--- src/rtl/keypad_pkg.sv ---
// Shared definitions for the keypad scanner: key codes, frame-result payload,
// FSM state encoding and the (row, col) -> key code map.
package keypad_pkg;

    localparam logic [3:0] KEY_STAR = 4'd10;
    localparam logic [3:0] KEY_HASH = 4'd11;
    localparam logic [3:0] KEY_NONE = 4'hF;

    typedef enum logic [1:0] {
        RES_NONE   = 2'd0,
        RES_SINGLE = 2'd1,
        RES_MULTI  = 2'd2
    } frame_res_e;

    typedef enum logic [1:0] {
        ST_IDLE     = 2'd0,
        ST_DEBOUNCE = 2'd1,
        ST_PRESSED  = 2'd2,
        ST_LOCKOUT  = 2'd3
    } state_e;

    // Result of one full scan frame; code is KEY_NONE unless res is RES_SINGLE
    typedef struct packed {
        frame_res_e res;
        logic [3:0] code;
    } frame_t;

    // Layout: r0: 1 2 3  r1: 4 5 6  r2: 7 8 9  r3: * 0 #
    function automatic logic [3:0] key_map(input logic [1:0] row, input logic [1:0] col);
        logic [3:0] code;
        if (row == 2'd3) begin
            case (col)
                2'd0:    code = KEY_STAR;
                2'd1:    code = 4'd0;
                default: code = KEY_HASH;
            endcase
        end else begin
            code = 4'({2'b00, row} * 4'd3 + {2'b00, col} + 4'd1);
        end
        return code;
    endfunction

endpackage

--- src/rtl/keypad_col_scan.sv ---
// Column scanner: synchronizes the rows, drives one column low at a time for
// DWELL clocks, and summarizes each 3-column frame as NONE/SINGLE/MULTI.
// Ports:
//   clk, rst    clock, synchronous active-high reset
//   key_row     raw active-low rows (asynchronous)
//   key_col     active-low column drive, exactly one bit low
//   frame_done  one-cycle strobe when frame holds a new result
//   frame       frame result and single-key code
module keypad_col_scan
    import keypad_pkg::*;
#(
    parameter int unsigned DWELL = 4
) (
    input  logic       clk,
    input  logic       rst,
    input  logic [3:0] key_row,
    output logic [2:0] key_col,
    output logic       frame_done,
    output frame_t     frame
);

    localparam int unsigned DW_W = (DWELL > 1) ? $clog2(DWELL) : 1;
    localparam logic [DW_W-1:0] DWELL_LAST = DW_W'(DWELL - 1);

    logic [3:0]      row_meta_q, row_meta_d;
    logic [3:0]      row_sync_q, row_sync_d;
    logic [DW_W-1:0] dwell_q, dwell_d;
    logic [2:0]      col_q, col_d;
    logic [1:0]      hits_q, hits_d;
    logic [3:0]      acc_code_q, acc_code_d;
    logic            frame_done_q, frame_done_d;
    frame_t          frame_q, frame_d;

    logic [3:0] low;
    logic [2:0] n_low;
    logic [2:0] hit_sum;
    logic [1:0] col_idx;
    logic [1:0] row_idx;
    logic [3:0] code_now;

    // Next-state: sync chain, dwell/column rotation, per-frame low-bit tally
    always_comb begin
        row_meta_d   = key_row;
        row_sync_d   = row_meta_q;
        dwell_d      = dwell_q;
        col_d        = col_q;
        hits_d       = hits_q;
        acc_code_d   = acc_code_q;
        frame_done_d = 1'b0;
        frame_d      = frame_q;

        low     = ~row_sync_q;
        n_low   = 3'(low[0]) + 3'(low[1]) + 3'(low[2]) + 3'(low[3]);
        hit_sum = 3'({1'b0, hits_q}) + n_low;

        case (col_q)
            3'b101:  col_idx = 2'd1;
            3'b011:  col_idx = 2'd2;
            default: col_idx = 2'd0;
        endcase

        row_idx = 2'd0;
        for (int r = 0; r < 4; r++) begin
            if (low[r]) row_idx = 2'(r);
        end

        // Only the first low bit of the frame can be the single key's code
        code_now = (n_low == 3'd1 && hits_q == 2'd0) ? key_map(row_idx, col_idx) : acc_code_q;

        if (dwell_q == DWELL_LAST) begin
            dwell_d = '0;
            col_d   = {col_q[1:0], col_q[2]};
            if (col_idx == 2'd2) begin
                frame_done_d = 1'b1;
                case (hit_sum)
                    3'd0:    frame_d.res = RES_NONE;
                    3'd1:    frame_d.res = RES_SINGLE;
                    default: frame_d.res = RES_MULTI;
                endcase
                frame_d.code = (hit_sum == 3'd1) ? code_now : KEY_NONE;
                hits_d       = '0;
                acc_code_d   = KEY_NONE;
            end else begin
                hits_d     = (hit_sum >= 3'd2) ? 2'd2 : 2'(hit_sum);
                acc_code_d = code_now;
            end
        end else begin
            dwell_d = dwell_q + DW_W'(1);
        end
    end

    always_ff @(posedge clk) begin
        if (rst) begin
            row_meta_q   <= 4'hF;
            row_sync_q   <= 4'hF;
            dwell_q      <= '0;
            col_q        <= 3'b110;
            hits_q       <= '0;
            acc_code_q   <= KEY_NONE;
            frame_done_q <= 1'b0;
            frame_q      <= '{res: RES_NONE, code: KEY_NONE};
        end else begin
            row_meta_q   <= row_meta_d;
            row_sync_q   <= row_sync_d;
            dwell_q      <= dwell_d;
            col_q        <= col_d;
            hits_q       <= hits_d;
            acc_code_q   <= acc_code_d;
            frame_done_q <= frame_done_d;
            frame_q      <= frame_d;
        end
    end

    assign key_col    = col_q;
    assign frame_done = frame_done_q;
    assign frame      = frame_q;

endmodule

--- src/rtl/keypad_scanner.sv ---
// 4x3 keypad scanner with frame-level debounce; drives level-style key lines
// for the watch plus a one-cycle key_valid/key_code strobe.
// Ports:
//   clk, rst    clock, synchronous active-high reset
//   key_row     keypad rows, active-low, asynchronous
//   key_col     keypad columns, active-low, one low at a time
//   num_input   bit d high while digit d is held
//   set_time    high while '#' is held
//   star        high while '*' is held
//   key_valid   one-cycle strobe on a newly accepted press
//   key_code    accepted key code, KEY_NONE when nothing held
module keypad_scanner
    import keypad_pkg::*;
#(
    parameter int unsigned DWELL      = 4,
    parameter int unsigned DEB_FRAMES = 4
) (
    input  logic       clk,
    input  logic       rst,
    input  logic [3:0] key_row,
    output logic [2:0] key_col,
    output logic [9:0] num_input,
    output logic       set_time,
    output logic       star,
    output logic       key_valid,
    output logic [3:0] key_code
);

    localparam int unsigned CW = $clog2(DEB_FRAMES + 1);
    localparam logic [CW-1:0] DEB_LAST = CW'(DEB_FRAMES - 1);

    logic   frame_done;
    frame_t frame;

    keypad_col_scan #(.DWELL(DWELL)) u_col_scan (
        .clk        (clk),
        .rst        (rst),
        .key_row    (key_row),
        .key_col    (key_col),
        .frame_done (frame_done),
        .frame      (frame)
    );

    state_e        state_q, state_d;
    logic [CW-1:0] cnt_q, cnt_d;
    logic [CW-1:0] rcnt_q, rcnt_d;
    logic [3:0]    cand_q, cand_d;
    logic [9:0]    num_input_q, num_input_d;
    logic          set_time_q, set_time_d;
    logic          star_q, star_d;
    logic          key_valid_q, key_valid_d;
    logic [3:0]    key_code_q, key_code_d;
    logic          accept;
    logic          release_keys;

    // Debounce FSM, stepped once per frame, plus registered key outputs
    always_comb begin
        state_d      = state_q;
        cnt_d        = cnt_q;
        rcnt_d       = rcnt_q;
        cand_d       = cand_q;
        num_input_d  = num_input_q;
        set_time_d   = set_time_q;
        star_d       = star_q;
        key_valid_d  = 1'b0;
        key_code_d   = key_code_q;
        accept       = 1'b0;
        release_keys = 1'b0;

        if (frame_done) begin
            case (state_q)
                ST_IDLE: begin
                    if (frame.res == RES_SINGLE) begin
                        cand_d = frame.code;
                        cnt_d  = CW'(1);
                        if (DEB_FRAMES == 1) accept = 1'b1;
                        else                 state_d = ST_DEBOUNCE;
                    end else if (frame.res == RES_MULTI) begin
                        state_d = ST_LOCKOUT;
                        rcnt_d  = '0;
                    end
                end
                ST_DEBOUNCE: begin
                    if (frame.res == RES_SINGLE) begin
                        if (frame.code == cand_q) begin
                            if (cnt_q == DEB_LAST) accept = 1'b1;
                            else                   cnt_d = cnt_q + CW'(1);
                        end else begin
                            cand_d = frame.code;
                            cnt_d  = CW'(1);
                        end
                    end else if (frame.res == RES_MULTI) begin
                        state_d = ST_LOCKOUT;
                        cnt_d   = '0;
                        rcnt_d  = '0;
                    end else begin
                        state_d = ST_IDLE;
                        cnt_d   = '0;
                    end
                end
                ST_PRESSED, ST_LOCKOUT: begin
                    if (frame.res == RES_NONE) begin
                        if (rcnt_q == DEB_LAST) begin
                            state_d      = ST_IDLE;
                            rcnt_d       = '0;
                            release_keys = (state_q == ST_PRESSED);
                        end else begin
                            rcnt_d = rcnt_q + CW'(1);
                        end
                    end else begin
                        rcnt_d = '0;
                    end
                end
                default: state_d = ST_IDLE;
            endcase
        end

        if (accept) begin
            state_d     = ST_PRESSED;
            cnt_d       = '0;
            rcnt_d      = '0;
            key_valid_d = 1'b1;
            key_code_d  = cand_d;
            for (int d = 0; d < 10; d++) begin
                num_input_d[d] = (cand_d == 4'(d));
            end
            star_d     = (cand_d == KEY_STAR);
            set_time_d = (cand_d == KEY_HASH);
        end

        if (release_keys) begin
            num_input_d = '0;
            set_time_d  = 1'b0;
            star_d      = 1'b0;
            key_code_d  = KEY_NONE;
        end
    end

    always_ff @(posedge clk) begin
        if (rst) begin
            state_q     <= ST_IDLE;
            cnt_q       <= '0;
            rcnt_q      <= '0;
            cand_q      <= KEY_NONE;
            num_input_q <= '0;
            set_time_q  <= 1'b0;
            star_q      <= 1'b0;
            key_valid_q <= 1'b0;
            key_code_q  <= KEY_NONE;
        end else begin
            state_q     <= state_d;
            cnt_q       <= cnt_d;
            rcnt_q      <= rcnt_d;
            cand_q      <= cand_d;
            num_input_q <= num_input_d;
            set_time_q  <= set_time_d;
            star_q      <= star_d;
            key_valid_q <= key_valid_d;
            key_code_q  <= key_code_d;
        end
    end

    assign num_input = num_input_q;
    assign set_time  = set_time_q;
    assign star      = star_q;
    assign key_valid = key_valid_q;
    assign key_code  = key_code_q;

endmodule

--- config.mk ---
export PLATFORM = sky130hd
export DESIGN_NAME = keypad_scanner
export DESIGN_NICKNAME = d
export VERILOG_FILES = /design/src/rtl/keypad_pkg.sv /design/src/rtl/keypad_col_scan.sv /design/src/rtl/keypad_scanner.sv
export SDC_FILE = /design/constraint.sdc
export NUM_CORES = 1
export LEC_CHECK = 0
export ABC_CLOCK_PERIOD_IN_PS = 2350
export CORE_MARGIN = 2
export CORE_UTILIZATION = 33
export CTS_CLUSTER_DIAMETER = 60
export DETAILED_ROUTE_END_ITERATION = 16
export SETUP_SLACK_MARGIN = 0.02
export SYNTH_ARGS = -nofsm -noshare
export SYNTH_HDL_FRONTEND = slang
export SYNTH_HIERARCHICAL = 1
export SYNTH_SLANG_ARGS = --single-unit
--- constraint.sdc ---
create_clock -name clk -period 2.35 [get_ports clk]
set_clock_uncertainty 0.05 [all_clocks]
set_input_delay 0.47 -clock clk [delete_from_list [all_inputs] [get_ports clk]]
set_output_delay 0.47 -clock clk [all_outputs]
set_load 0.05 [all_outputs]
# Word-level counts from Yosys, hierarchy flattened
# Cells that the tools add are included.
dict set report totals {
  input_bits 6
  reg_bits 55
  output_inout_bits 20
}
dict set report op_classes {
  add_sub_neg 9
  n_eq_ne 39
  muxes 47
  n_reduce_logical 20
  bitwise_logic 2
  order_cmp 1
  n_mul 1
}
# cell n
set ops {}
lappend ops {{$mux W4} 8}
lappend ops {{$mux W2} 12}
lappend ops {{$mux W3} 8}
lappend ops {{$eq A4 B3 Y1 const B} 4}
lappend ops {{$eq A4 B4 Y1 const B} 4}
lappend ops {{$pmux W4 S2} 2}
lappend ops {{$eq A2 B2 Y1 const B} 6}
lappend ops {{$mux W1} 12}
lappend ops {{$ne A3 B3 Y1 const B} 4}
lappend ops {{$pmux W3 S2} 2}
lappend ops {{$reduce_or A2 Y1} 6}
lappend ops {{$ne A2 B2 Y1 const B} 5}
lappend ops {{$reduce_and A5 Y1} 2}
lappend ops {{$eq A3 B2 Y1 const B} 3}
lappend ops {{$eq A4 B2 Y1 const B} 2}
lappend ops {{$logic_not A2 Y1} 4}
lappend ops {{$ne A4 B4 Y1 const B} 2}
lappend ops {{$pmux W2 S2} 2}
lappend ops {{$add A3 B1 Y3} 2}
lappend ops {{$add A3 B1 Y3 const B} 2}
lappend ops {{$eq A2 B1 Y1 const B} 3}
lappend ops {{$eq A3 B1 Y1 const B} 2}
lappend ops {{$pmux W2 S3} 1}
lappend ops {{$add A4 B1 Y4 const B} 1}
lappend ops {{19 further kinds} 20}

# Longest topological paths before layout
# Gate-level depths: netlist of the first run.
dict set report logic_depth {
  depth_word 10
  depth_mapped 9
  mapped_depth_nobuf 9
}

# Hierarchy
# Netlist of the first run, hierarchy kept.
# mod area_per_inst_um2 seq_area_each_um2 cells_per_inst instances
set modules_own_cells {}
lappend modules_own_cells {keypad_scanner 1811.7 580.6 196 1}
lappend modules_own_cells {keypad_col_scan 1192.4 520.5 121 1}

# Worst setup path after synthesis of the first run
# Ideal clock, no wire load.
dict set report synth_path {
  kind {register to register}
  from {register u_col_scan.col_q[2] (netlist: u_col_scan/key_col[2])}
  to {register u_col_scan.acc_code_q[2]}
  slack_ns -0.170
  required_time_ns 2.170
  path_buffers 0
  period_less_slack_ns 2.520
  setup_time_ns 0.130
  path_stages_with_launch 9
  arrival_ns 2.340
  cell_sequence {dfxtp_1 > and3b_4 > fa_1 > inv_1 > fa_1 > xor2_1 > nor2_1 > mux2i_1 > a21oi_1}
}
dict set report synth_between {
  elab_chain_len 7
}
# element line
set synth_rtl {}
lappend synth_rtl {{from (decl)} keypad_col_scan.sv:28} ;# logic [2:0] col_q, col_d;
lappend synth_rtl {{from (signal assigned)} keypad_col_scan.sv:106} ;# col_q <= col_d;
lappend synth_rtl {{$eq A3 B2 Y1 or $eq A3 B3 Y1 (tied branches)} keypad_col_scan.sv:56} ;# case (col_q)
lappend synth_rtl {{$pmux W2 S2 (*)} keypad_col_scan.sv:56}
lappend synth_rtl {{$add A4 B2 Y4} keypad_pkg.sv:38} ;# code = 4'({2'b00, row} * 4'd3 + {2'b00, col} + 4'd1);
lappend synth_rtl {{$add A4 B1 Y4} keypad_pkg.sv:38}
lappend synth_rtl {{$mux W4} keypad_pkg.sv:31} ;# if (row == 2'd3) begin
lappend synth_rtl {{$mux W4} keypad_col_scan.sv:68} ;# code_now = (n_low == 3'd1 && hits_q == 2'd0) ? key_map(row_idx, col_idx) : acc_code_q;
lappend synth_rtl {{$mux W4 (*)} keypad_col_scan.sv:73} ;# if (col_idx == 2'd2) begin
lappend synth_rtl {{to (signal assigned)} keypad_col_scan.sv:108} ;# acc_code_q <= acc_code_d;
lappend synth_rtl {{to (decl)} keypad_col_scan.sv:30} ;# logic [3:0] acc_code_q, acc_code_d;
# Every way passes the cells marked *; elsewhere a longest branch is shown, timed or not.
# A chain may end at the register's enable or synchronous reset.

# Final worst setup path of the first run
dict set report layout_path {
  from {register u_col_scan.row_sync_q[1]}
  to {register u_col_scan.frame_q, in the netlist u_col_scan/frame[3]}
}
dict set report layout_between {
  elab_chain_len 10
}
# element line
set layout_rtl {}
lappend layout_rtl {{from (decl)} keypad_col_scan.sv:26} ;# logic [3:0] row_sync_q, row_sync_d;
lappend layout_rtl {{from (signal assigned)} keypad_col_scan.sv:104} ;# row_sync_q <= row_sync_d;
lappend layout_rtl {{$not A4 Y4 (*)} keypad_col_scan.sv:52} ;# low = ~row_sync_q;
lappend layout_rtl {{$mux W1} keypad_col_scan.sv:64} ;# if (low[r]) row_idx = 2'(r);
lappend layout_rtl {{$mux W2 (2 in series)} keypad_col_scan.sv:64}
lappend layout_rtl {{$mul A2 B2 Y4} keypad_pkg.sv:38}
lappend layout_rtl {{$add A4 B2 Y4} keypad_pkg.sv:38}
lappend layout_rtl {{$add A4 B1 Y4} keypad_pkg.sv:38}
lappend layout_rtl {{$mux W4} keypad_pkg.sv:31}
lappend layout_rtl {{$mux W4} keypad_col_scan.sv:68}
lappend layout_rtl {{$mux W4 (*)} keypad_col_scan.sv:80} ;# frame_d.code = (hit_sum == 3'd1) ? code_now : KEY_NONE;
lappend layout_rtl {{to (signal assigned)} keypad_col_scan.sv:101} ;# frame_q <= '{res: RES_NONE, code: KEY_NONE};
lappend layout_rtl {{to (signal assigned)} keypad_col_scan.sv:110} ;# frame_q <= frame_d;
lappend layout_rtl {{to (decl)} keypad_col_scan.sv:32} ;# frame_t frame_q, frame_d;
# Marked as above.

==> summary.md, run 1 <==
| Metric | Value |
|---|---|
| Fill cells | `883` |
| Ports | `26` |
| Synth top area share | `36.65%` |
| Main synth FF type | `dfxtp_1` |
| Antenna Violating Nets Remaining | `0` |
| Met3 wire len | `196 um` |
| Pwr dens | `490.0 nW/um^2` |
| Syn Std Cell Area | `3004 um^2` |
| Post-Synthesis Cells | `317` |
| Die Span Y | `99.41 um` |
| IO buf count | `25` |
| Hold depth | `1` |
| Max Used Layer | `met4` |
| Fin nets | `359` |
| Highest Clock Rate | `0.4242 GHz` |
| Die footprint | `9882 um^2` |
| Multi-input logic area | `1737 um^2` |
| Worst flop-to-flop path startpoint | `u_col_scan/row_sync_q[1]` |
| CTS H-tree depth | `2` |
| Endpoint, Worst Hold | `u_col_scan/row_sync_q[0]` |
| CTS tree | `yes` |
| Synth Net Count | `341` |
| RSZ-0062 raised after global routing | `true` |
| Met2 Wirelength | `2.854 mm` |
| Core area | `8763 um^2` |
| Async SR Flop Fraction | `0%` |
| Number of global-route vias before repair | `2188` |
| Iteration count of the initial detailed-routing pass | `4` |
| Max Cap Viol | `0` |
| Initial antenna violation count | `0` |
| Hold Path Origin | `u_col_scan/row_meta_q[0]` |
| Unique cell type count in the Yosys netlist | `52` |
| Synth Area per Inst | `9.477 um^2` |
| Top cells by area, synth | `dfxtp_1 37%, a211oi_2 6.2%, ha_1 5.8%` |
| Routed wire length | `6.000 mm` |
| CTS sink count | `55` |
| Number of remaining DRC errors | `0` |
| Final min period | `2.357 ns` |
| Largest net degree at the start of global routing | `30` |
| R2R depth | `9` |
| Starting Density | `34.28%` |
| First-pass GRT wire length | `10.29 mm` |
| Bufs on Longest Clock Path | `2` |
| Setup CP Type | `reg -> reg` |
| Total power | `1.700 mW` |
| Vias | `2294` |
| Wl on met1 | `2.908 mm` |
| Cts hold-fix bufs | `0` |
| Crit Reg-Reg Endpoint | `u_col_scan/frame[3]` |
| Crit end category | `flip-flop` |
| Fin util | `39.58%` |
| Final HPWL DP | `4.341 mm` |
| Wire length per cell | `13.51 um` |
| Overflow after GRT | `0` |
| R2R setup slack | `-0.007 ns` |
| Inst Count DP | `435` |
| WP data arrival | `2.51 ns` |
| ANT cells | `0` |
| Synth warnings | `6` |
| FF+latch count, synth | `55` |
| Final Non-Filler Cells | `444` |
| Status | `finished with violations` |
| Lkg Pwr | `1.245 nW` |
| Num CTS Buffers | `5` |
| Post-synth EDFFs | `0` |
| Seq/Total Area, Yosys | `36.65%` |
| Slew headroom | `66.90%` |
| Max-slew violation count | `0` |
| Die boundary width | `99.41 um` |
| Final period util | `100.3%` |
| Setup violators final | `3` |
| Initial DRC Count | `58` |
| Peak VDD IR | `263.1 uV` |
| Clock transition at path regs | `0.10 ns` |
| Failing checks | `negative setup slack` |
| Worst slew pin tran | `0.4949 ns` |
| Final WS setup | `-0.007148 ns` |
| Req. time, crit path | `2.50 ns` |
| Register area | `1107 um^2` |
| Ratio of cells with drive above 1 in the final layout | `22.62%` |
| Final Hold Viols | `0` |
| Clock Latency Late Sink | `0.31 ns` |
| RePlAce Congestion | `0.8126` |
| Minimum hold slack | `0.3675 ns` |
| CP max FO | `5` |
| Num rows | `34` |
| Avg Vias per Cell | `5.167` |
| Total global-route track usage | `12.48%` |
| Clock tree root buffer cell | `clkbuf_8` |
| Post-synth top area cell | `dfxtp_1` |
| Layout area overhead | `15.45%` |
| Setup TNS Final | `-0.008594 ns` |
| CP Launch Type | `flip-flop` |
| Worst Hold Class | `reg -> reg` |
synthesized netlist by cell type, types with 2 or more instances:
cell type / n
or4_1: 3
inv_1: 15
buf_6: 5
xor2_1: 2
and3_1: 2
a21oi_1: 25
a211oi_1: 7
nand2b_1: 10
ha_1: 14
clkbuf_1: 5
nand4_1: 5
a41oi_1: 5
fa_1: 4
o21ai_0: 8
a211oi_2: 15
nand4b_1: 3
nor2b_1: 7
a211o_1: 3
buf_2: 5
dfxtp_1: 55
nor2_1: 17
nand3_1: 3
and4b_1: 3
xnor2_1: 2
or2_2: 10
o31a_1: 4
nor4_1: 7
buf_4: 9
and2_1: 2
nor3_1: 5
nand2_1: 18
xnor2_2: 2
a31oi_1: 11
mux2i_1: 8
cells by family (layout without fill, tap and decap cells):
group,Yosys count,after routing,synth area share (%)
buffers and inverters,42,61,7.871
multiplexers,9,9,3.040
AND/OR/NAND/NOR,103,103,20.45
XOR/XNOR,6,6,2.249
adder cells (fa/ha/maj),18,18,8.497
flip-flops,55,55,36.65
AO/OA/AOI/OAI,84,84,21.24
placed cells by master (no fill, tap or decap), types with 3 or more instances in the layout:
master and n:
a211o_1 3, a211oi_1 7, a211oi_2 15, a21oi_1 25, a31oi_1 11, a41oi_1 5, and4b_1 3, buf_4 12
clkbuf_8 5, clkdlybuf4s50_1 25, dfxtp_1 50, dfxtp_2 5, ha_1 11, ha_4 3, inv_1 13, inv_2 3
mux2i_1 8, nand2_1 18, nand2b_1 10, nand3_1 3, nand4_1 5, nand4b_1 3, nor2_1 16, nor2b_1 7
nor3_1 5, nor4_1 6, o21ai_0 8, o31a_1 4, or2_2 10, or4_1 3
state kept, by name, summed over array words and instances (netlist names):
signal / cells
cnt_q: 3
star: 1
cand_q: 4
u_col_scan/frame_done: 1
u_col_scan/acc_code_q: 4
u_col_scan/frame: 6
u_col_scan/row_meta_q: 4
set_time: 1
u_col_scan/row_sync_q: 4
state_q: 2
u_col_scan/dwell_q: 2
key_valid: 1
rcnt_q: 3
num_input: 10
u_col_scan/key_col: 3
u_col_scan/hits_q: 2
key_code: 4
final cells by class:
cell class / instances / share of cell area, %
sequential: 55 / 31.93
multi-input combinational: 220 / 50.07
timing repair buffer: 37 / 9.812
clock buffer: 5 / 1.984
clock inverter: 3 / 0.5772
tap: 108 / 3.896
inverter: 16 / 1.732
worst max-delay path: stages, from the launching register on:
cell	delay [ns]
dfxtp_2	0.34
inv_2	0.04
ha_4	0.26
fa_2	0.46
ha_4	0.17
fa_2	0.35
xor2_2	0.17
nor2_4	0.15
and3_4	0.21
a31oi_1	0.07
layer usage:
metal | vias to the layer above | GRT usage, %
met3 | 4 | 2.108
met2 | 32 | 21.15
li1 | 1182 | -
met1 | 1076 | 16.80
met5 | - | 0
met4 | 0 | 2.529
worst max path at each step:
| stage | start | to | cells after the start | slack [ns] |
|---|---|---|---|---|
| after detailed placement | u_col_scan/row_sync_q[0] | u_col_scan/frame[3] | 9 | -0.06 |
| after floorplan | u_col_scan/key_col[2] | u_col_scan/acc_code_q[2] | 8 | 0.03 |
| after global routing | u_col_scan/row_sync_q[1] | u_col_scan/frame[3] | 9 | -0.09 |
| after CTS | u_col_scan/row_sync_q[0] | u_col_scan/frame[2] | 8 | -0.01 |
| after global placement | u_col_scan/row_sync_q[0] | u_col_scan/frame[3] | 9 | -0.03 |
| final | u_col_scan/row_sync_q[1] | u_col_scan/frame[3] | 9 | -0.007 |
power by group:
part	leakage, nW	internal [mW]	switching, mW
sequential	0.445	0.951	0.0114
combinational	0.759	0.0908	0.114
clock	0.0402	0.208	0.324
metrics by stage:
step / area (um^2) / setup slack, ns
finish: 3468 / -0.007148
global route: 3468 / -0.09379
CTS: 3455 / -0.01393
detailed placement: 3351 / -0.05556
global placement: 3351 / -0.03105
floorplan: 3059 / 0.02897
repair_timing:
action | 4_1_cts | 5_1_grt
pin swaps | 6 | 4
endpoints found under the setup margin | 5 | 11
setup buffers | 1 | 0
gates resized for setup | 4 | 2
Power figures use the tool's default switching activity.
==> run 2: changes to the inputs <==
ABC_AREA = 1   (was not set)
ABC_CLOCK_PERIOD_IN_PS = 2750   (was 2350)
clock period = 2.75 ns   (was 2.35 ns; I/O delays follow)
==> run 2 against run 1 <==
Effect of this change: the flow now finishes without violations; die area shrank 4.2%; critical path depth grew 2; sequential cell count is the same; clock power shrank 19%; non-clock buffer count shrank 9; maximum frequency shrank 7.9%; cell count grew 23%; synthesized cell count grew 28%; combinational power shrank 39%; first-iteration DRC count shrank 19%; count of clock-buffer cells in the layout grew 2; critical endpoint is now u_col_scan/frame[1].
==> summary.md, run 2 <==
| Metric | Value |
|---|---|
| Status | `finished, final reports clean (was finished with violations)` |
| Die footprint | `9471 um^2 (was 9882 um^2)` |
| ANT cells | `0 (unchanged)` |
| Most frequent cells after synthesis | `131 x nand2_1, 58 x nor2_1, 55 x dfxtp_1 (was 55 x dfxtp_1, 25 x a21oi_1, 18 x nand2_1)` |
| Layout area overhead | `15.72% (was 15.45%)` |
| Post-synthesis simple-gate area fraction | `38.44% (was 20.45%)` |
| Initial antenna violation count | `0 (unchanged)` |
| Post-CTS setup buffers | `0 (was 1)` |
| Worst slew pin tran | `0.5638 ns (was 0.4949 ns)` |
| Highest Clock Rate | `0.3909 GHz (was 0.4242 GHz)` |
| RePlAce Congestion | `0.8092 (was 0.8126)` |
| FF+latch count, synth | `55 (unchanged)` |
| Final HPWL DP | `4.173 mm (was 4.341 mm)` |
| Commonest non-fill, non-tap cells in the layout | `131 x nand2_1, 58 x nor2_1, 55 x dfxtp_1, 51 x inv_1, 25 x clkdlybuf4s50_1 (was 50 x dfxtp_1, 25 x a21oi_1, 25 x clkdlybuf4s50_1, 18 x nand2_1, 16 x nor2_1)` |
| Final period util | `93.03% (was 100.3%)` |
| Final WS setup | `0.1916 ns (was -0.007148 ns)` |
| Iteration count of the initial detailed-routing pass | `5 (was 4)` |
| Synth warnings | `6 (unchanged)` |
| Max-slew violation count | `0 (unchanged)` |
| Unique cell type count in the Yosys netlist | `27 (was 52)` |
| Overflow after GRT | `0 (unchanged)` |
| Cts hold-fix bufs | `0 (unchanged)` |
| Fill cells | `947 (was 883)` |
| IO buf count | `25 (unchanged)` |
| Total power | `1.373 mW (was 1.700 mW)` |
| Worst path cell trace | `inv_1 -> ha_1 -> fa_1 -> ha_4 -> fa_1 -> inv_1 -> nand4_1 -> nor2_4 -> nand3_1 -> nand2_1 -> nand2_1 (was inv_2 -> ha_4 -> fa_2 -> ha_4 -> fa_2 -> xor2_2 -> nor2_4 -> and3_4 -> a31oi_1)` |
| Die boundary width | `97.32 um (was 99.41 um)` |
| CTS tree | `yes (unchanged)` |
| Cell family with most CP delay | `adder cells (unchanged)` |
| Starting Density | `33.44% (was 34.28%)` |
| Worst Hold Class | `reg -> reg (unchanged)` |
| First-pass GRT wire length | `9.791 mm (was 10.29 mm)` |
| Critical Path Source | `u_col_scan/row_sync_q[1] (unchanged)` |
| Number of global-route vias before repair | `2371 (was 2188)` |
| Number of remaining DRC errors | `0 (unchanged)` |
| Antenna Violating Nets Remaining | `0 (unchanged)` |
| Final min period | `2.558 ns (was 2.357 ns)` |
| Setup violators final | `0 (was 3)` |
| Total global-route track usage | `12.18% (was 12.48%)` |
| Post-synth top area cell | `dfxtp_1 (unchanged)` |
| Largest family of logic cells by synthesized area | `simple AND/OR/NAND/NOR gates (was compound AO/OA/AOI/OAI gates)` |
| Num rows | `34 (unchanged)` |
| Multiplexer share of the synthesized area | `0% (was 3.040%)` |
| Synth Net Count | `431 (was 341)` |
| Vias | `2453 (was 2294)` |
| Avg Vias per Cell | `4.501 (was 5.167)` |
| Crit end category | `flip-flop (unchanged)` |
| Num CTS Buffers | `5 (unchanged)` |
| Initial DRC Count | `47 (was 58)` |
| Commonest non-fill, non-tap cell in the layout | `nand2_1 (was dfxtp_1)` |
| Synth top area share | `38.31% (was 36.65%)` |
| Wire length per cell | `9.916 um (was 13.51 um)` |
| Combinational Power Share | `9.1% (was 12.0%)` |
| Ratio of cells with drive above 1 in the final layout | `11.67% (was 22.62%)` |
| CTS-repair resized insts | `0 (was 4)` |
| CP max stage cell | `fa_1 (was fa_2)` |
| Sequential fraction of design power | `59.4% (was 56.6%)` |
| Lkg Pwr | `1.534 nW (was 1.245 nW)` |
| Main synth FF type | `dfxtp_1 (unchanged)` |
| Hold Path Origin | `u_col_scan/row_meta_q[1] (was u_col_scan/row_meta_q[0])` |
| Slew headroom | `62.32% (was 66.90%)` |
| Buf/Inv on CP | `2 (was 1)` |
| Max Cap Viol | `0 (unchanged)` |
| Die Span Y | `97.32 um (was 99.41 um)` |
| Fin nets | `460 (was 359)` |
| Sw frac | `24.55% (was 26.43%)` |
| Async SR Flop Fraction | `0% (unchanged)` |
| Clock tree root buffer cell | `clkbuf_8 (unchanged)` |
| WP data arrival | `2.71 ns (was 2.51 ns)` |
| Largest net degree at the start of global routing | `30 (unchanged)` |
| RSZ-0062 raised after global routing | `false (was true)` |
| CTS sink count | `55 (unchanged)` |
| Pwr dens | `413.0 nW/um^2 (was 490.0 nW/um^2)` |
| Ports | `26 (unchanged)` |
| Clock Power Share | `31.4% (was 31.3%)` |
| Post-synthesis compound-gate area fraction | `5.572% (was 21.24%)` |
| Final Hold Viols | `0 (unchanged)` |
| CP Launch Type | `flip-flop (unchanged)` |
| Multi-input logic area | `1533 um^2 (was 1737 um^2)` |
| Net switching power | `0.3372 mW (was 0.4492 mW)` |
| CTS H-tree depth | `2 (unchanged)` |
| Max FFs per register | `10 (unchanged)` |
| Register area | `1101 um^2 (was 1107 um^2)` |
| Req. time, crit path | `2.90 ns (was 2.50 ns)` |
| Pre-CTS setup slack | `0.1808 ns (was -0.05556 ns)` |
| Post-synth EDFFs | `0 (unchanged)` |
| Setup CP Type | `reg -> reg (unchanged)` |
| Core area | `8593 um^2 (was 8763 um^2)` |
| Clock Latency Late Sink | `0.30 ns (was 0.31 ns)` |
| Peak VDD IR | `212.3 uV (was 263.1 uV)` |
| Routed wire length | `5.404 mm (was 6.000 mm)` |
| CP max FO | `5 (unchanged)` |
| Clock transition at path regs | `0.09 ns (was 0.10 ns)` |
| Synth Area in XOR/XNOR | `0% (was 2.249%)` |
| Bufs on Longest Clock Path | `2 (unchanged)` |
| Synth Area in Adders | `8.881% (was 8.496%)` |
| Crit path largest cell delay | `0.42 ns (was 0.46 ns)` |
| Top cells by area, synth | `dfxtp_1 38%, nand2_1 17%, nor2_1 7.6% (was dfxtp_1 37%, a211oi_2 6.2%, ha_1 5.8%)` |
| Synth Area per Inst | `7.061 um^2 (was 9.477 um^2)` |
| Internal power | `1.036 mW (was 1.250 mW)` |
| Setup TNS Final | `0 ns (was -0.008594 ns)` |
| Syn Std Cell Area | `2874 um^2 (was 3004 um^2)` |
| Worst flop-to-flop path startpoint | `u_col_scan/row_sync_q[1] (unchanged)` |
| Most frequent cell after synthesis | `nand2_1 (was dfxtp_1)` |
| Seq/Total Area, Yosys | `38.31% (was 36.65%)` |
| Post-Synthesis Cells | `407 (was 317)` |
run 2: cell type report:
| type | instances | area share (%) |
|---|---|---|
| multi-input cells | 292 | 46.09 |
| flip-flops and latches | 55 | 33.11 |
| repair buffers | 28 | 8.202 |
| inverters | 54 | 6.095 |
| well taps | 108 | 4.063 |
| clock buffers | 7 | 2.295 |
| clock inverters | 1 | 0.1505 |
run 2: logic make-up (layout without fill, tap and decap cells):
| logic type | after synthesis | count (layout) |
|---|---|---|
| AO/OA/AOI/OAI | 28 | 28 |
| buffers and inverters | 60 | 90 |
| AND/OR/NAND/NOR | 246 | 246 |
| flip-flops | 55 | 55 |
| adder cells (fa/ha/maj) | 18 | 18 |
run 2: final timing paths:
kind	to	slack, ns	depth (start not counted)
worst max-delay path	u_col_scan/frame[1]	0.19	11
worst min-delay path	u_col_scan/row_sync_q[1]	0.37	1
worst max register to register	u_col_scan/frame[1]	0.19	11
worst min register to register	u_col_scan/row_sync_q[1]	0.37	1
run 2: worst register-to-register path: stages (launching register included):
cell and delay [ns]:
dfxtp_1 0.33, inv_1 0.04, ha_1 0.28, fa_1 0.42, ha_4 0.30, fa_1 0.40
inv_1 0.08, nand4_1 0.15, nor2_4 0.20, nand3_1 0.10, nand2_1 0.07, nand2_1 0.04
run 2: routing by layer:
metal	up-vias	share of wire, %	GRT usage [%]
met4	0	0.78	3.846
met5	-	0	0
li1	1295	-	-
met3	5	3.3	2.662
met1	1120	47	14.17
met2	33	49	22.22
run 2: through the flow:
| step | area [um^2] | hold WS (ns) | cells | util (%) |
|---|---|---|---|---|
| after floorplan | 2874 | 0.3395 | 407 | - |
| after global placement | 3232 | 0.3417 | 537 | 37.61 |
| after detailed placement | 3232 | 0.3466 | 537 | 37.61 |
| after CTS | 3313 | 0.3710 | 545 | 38.56 |
| after global routing | 3326 | 0.3835 | 545 | 38.70 |
| final | 3326 | 0.3656 | 545 | 38.70 |
run 2: power by group through the flow:
| stage | sequential, mW | clock, mW | combinational (mW) |
|---|---|---|---|
| after floorplan | 0.842 | 0 | 0.0805 |
| after global placement | 0.835 | 0 | 0.122 |
| after detailed placement | 0.835 | 0 | 0.125 |
| after CTS | 0.817 | 0.464 | 0.126 |
| after global routing | 0.819 | 0.486 | 0.145 |
| final | 0.816 | 0.432 | 0.125 |
==> run 3: changes to the inputs <==
TNS_END_PERCENT = 5   (was not set)
==> results of run 3 <==
Same layout as run 2: the final DEF is identical, and so are final timing and power.
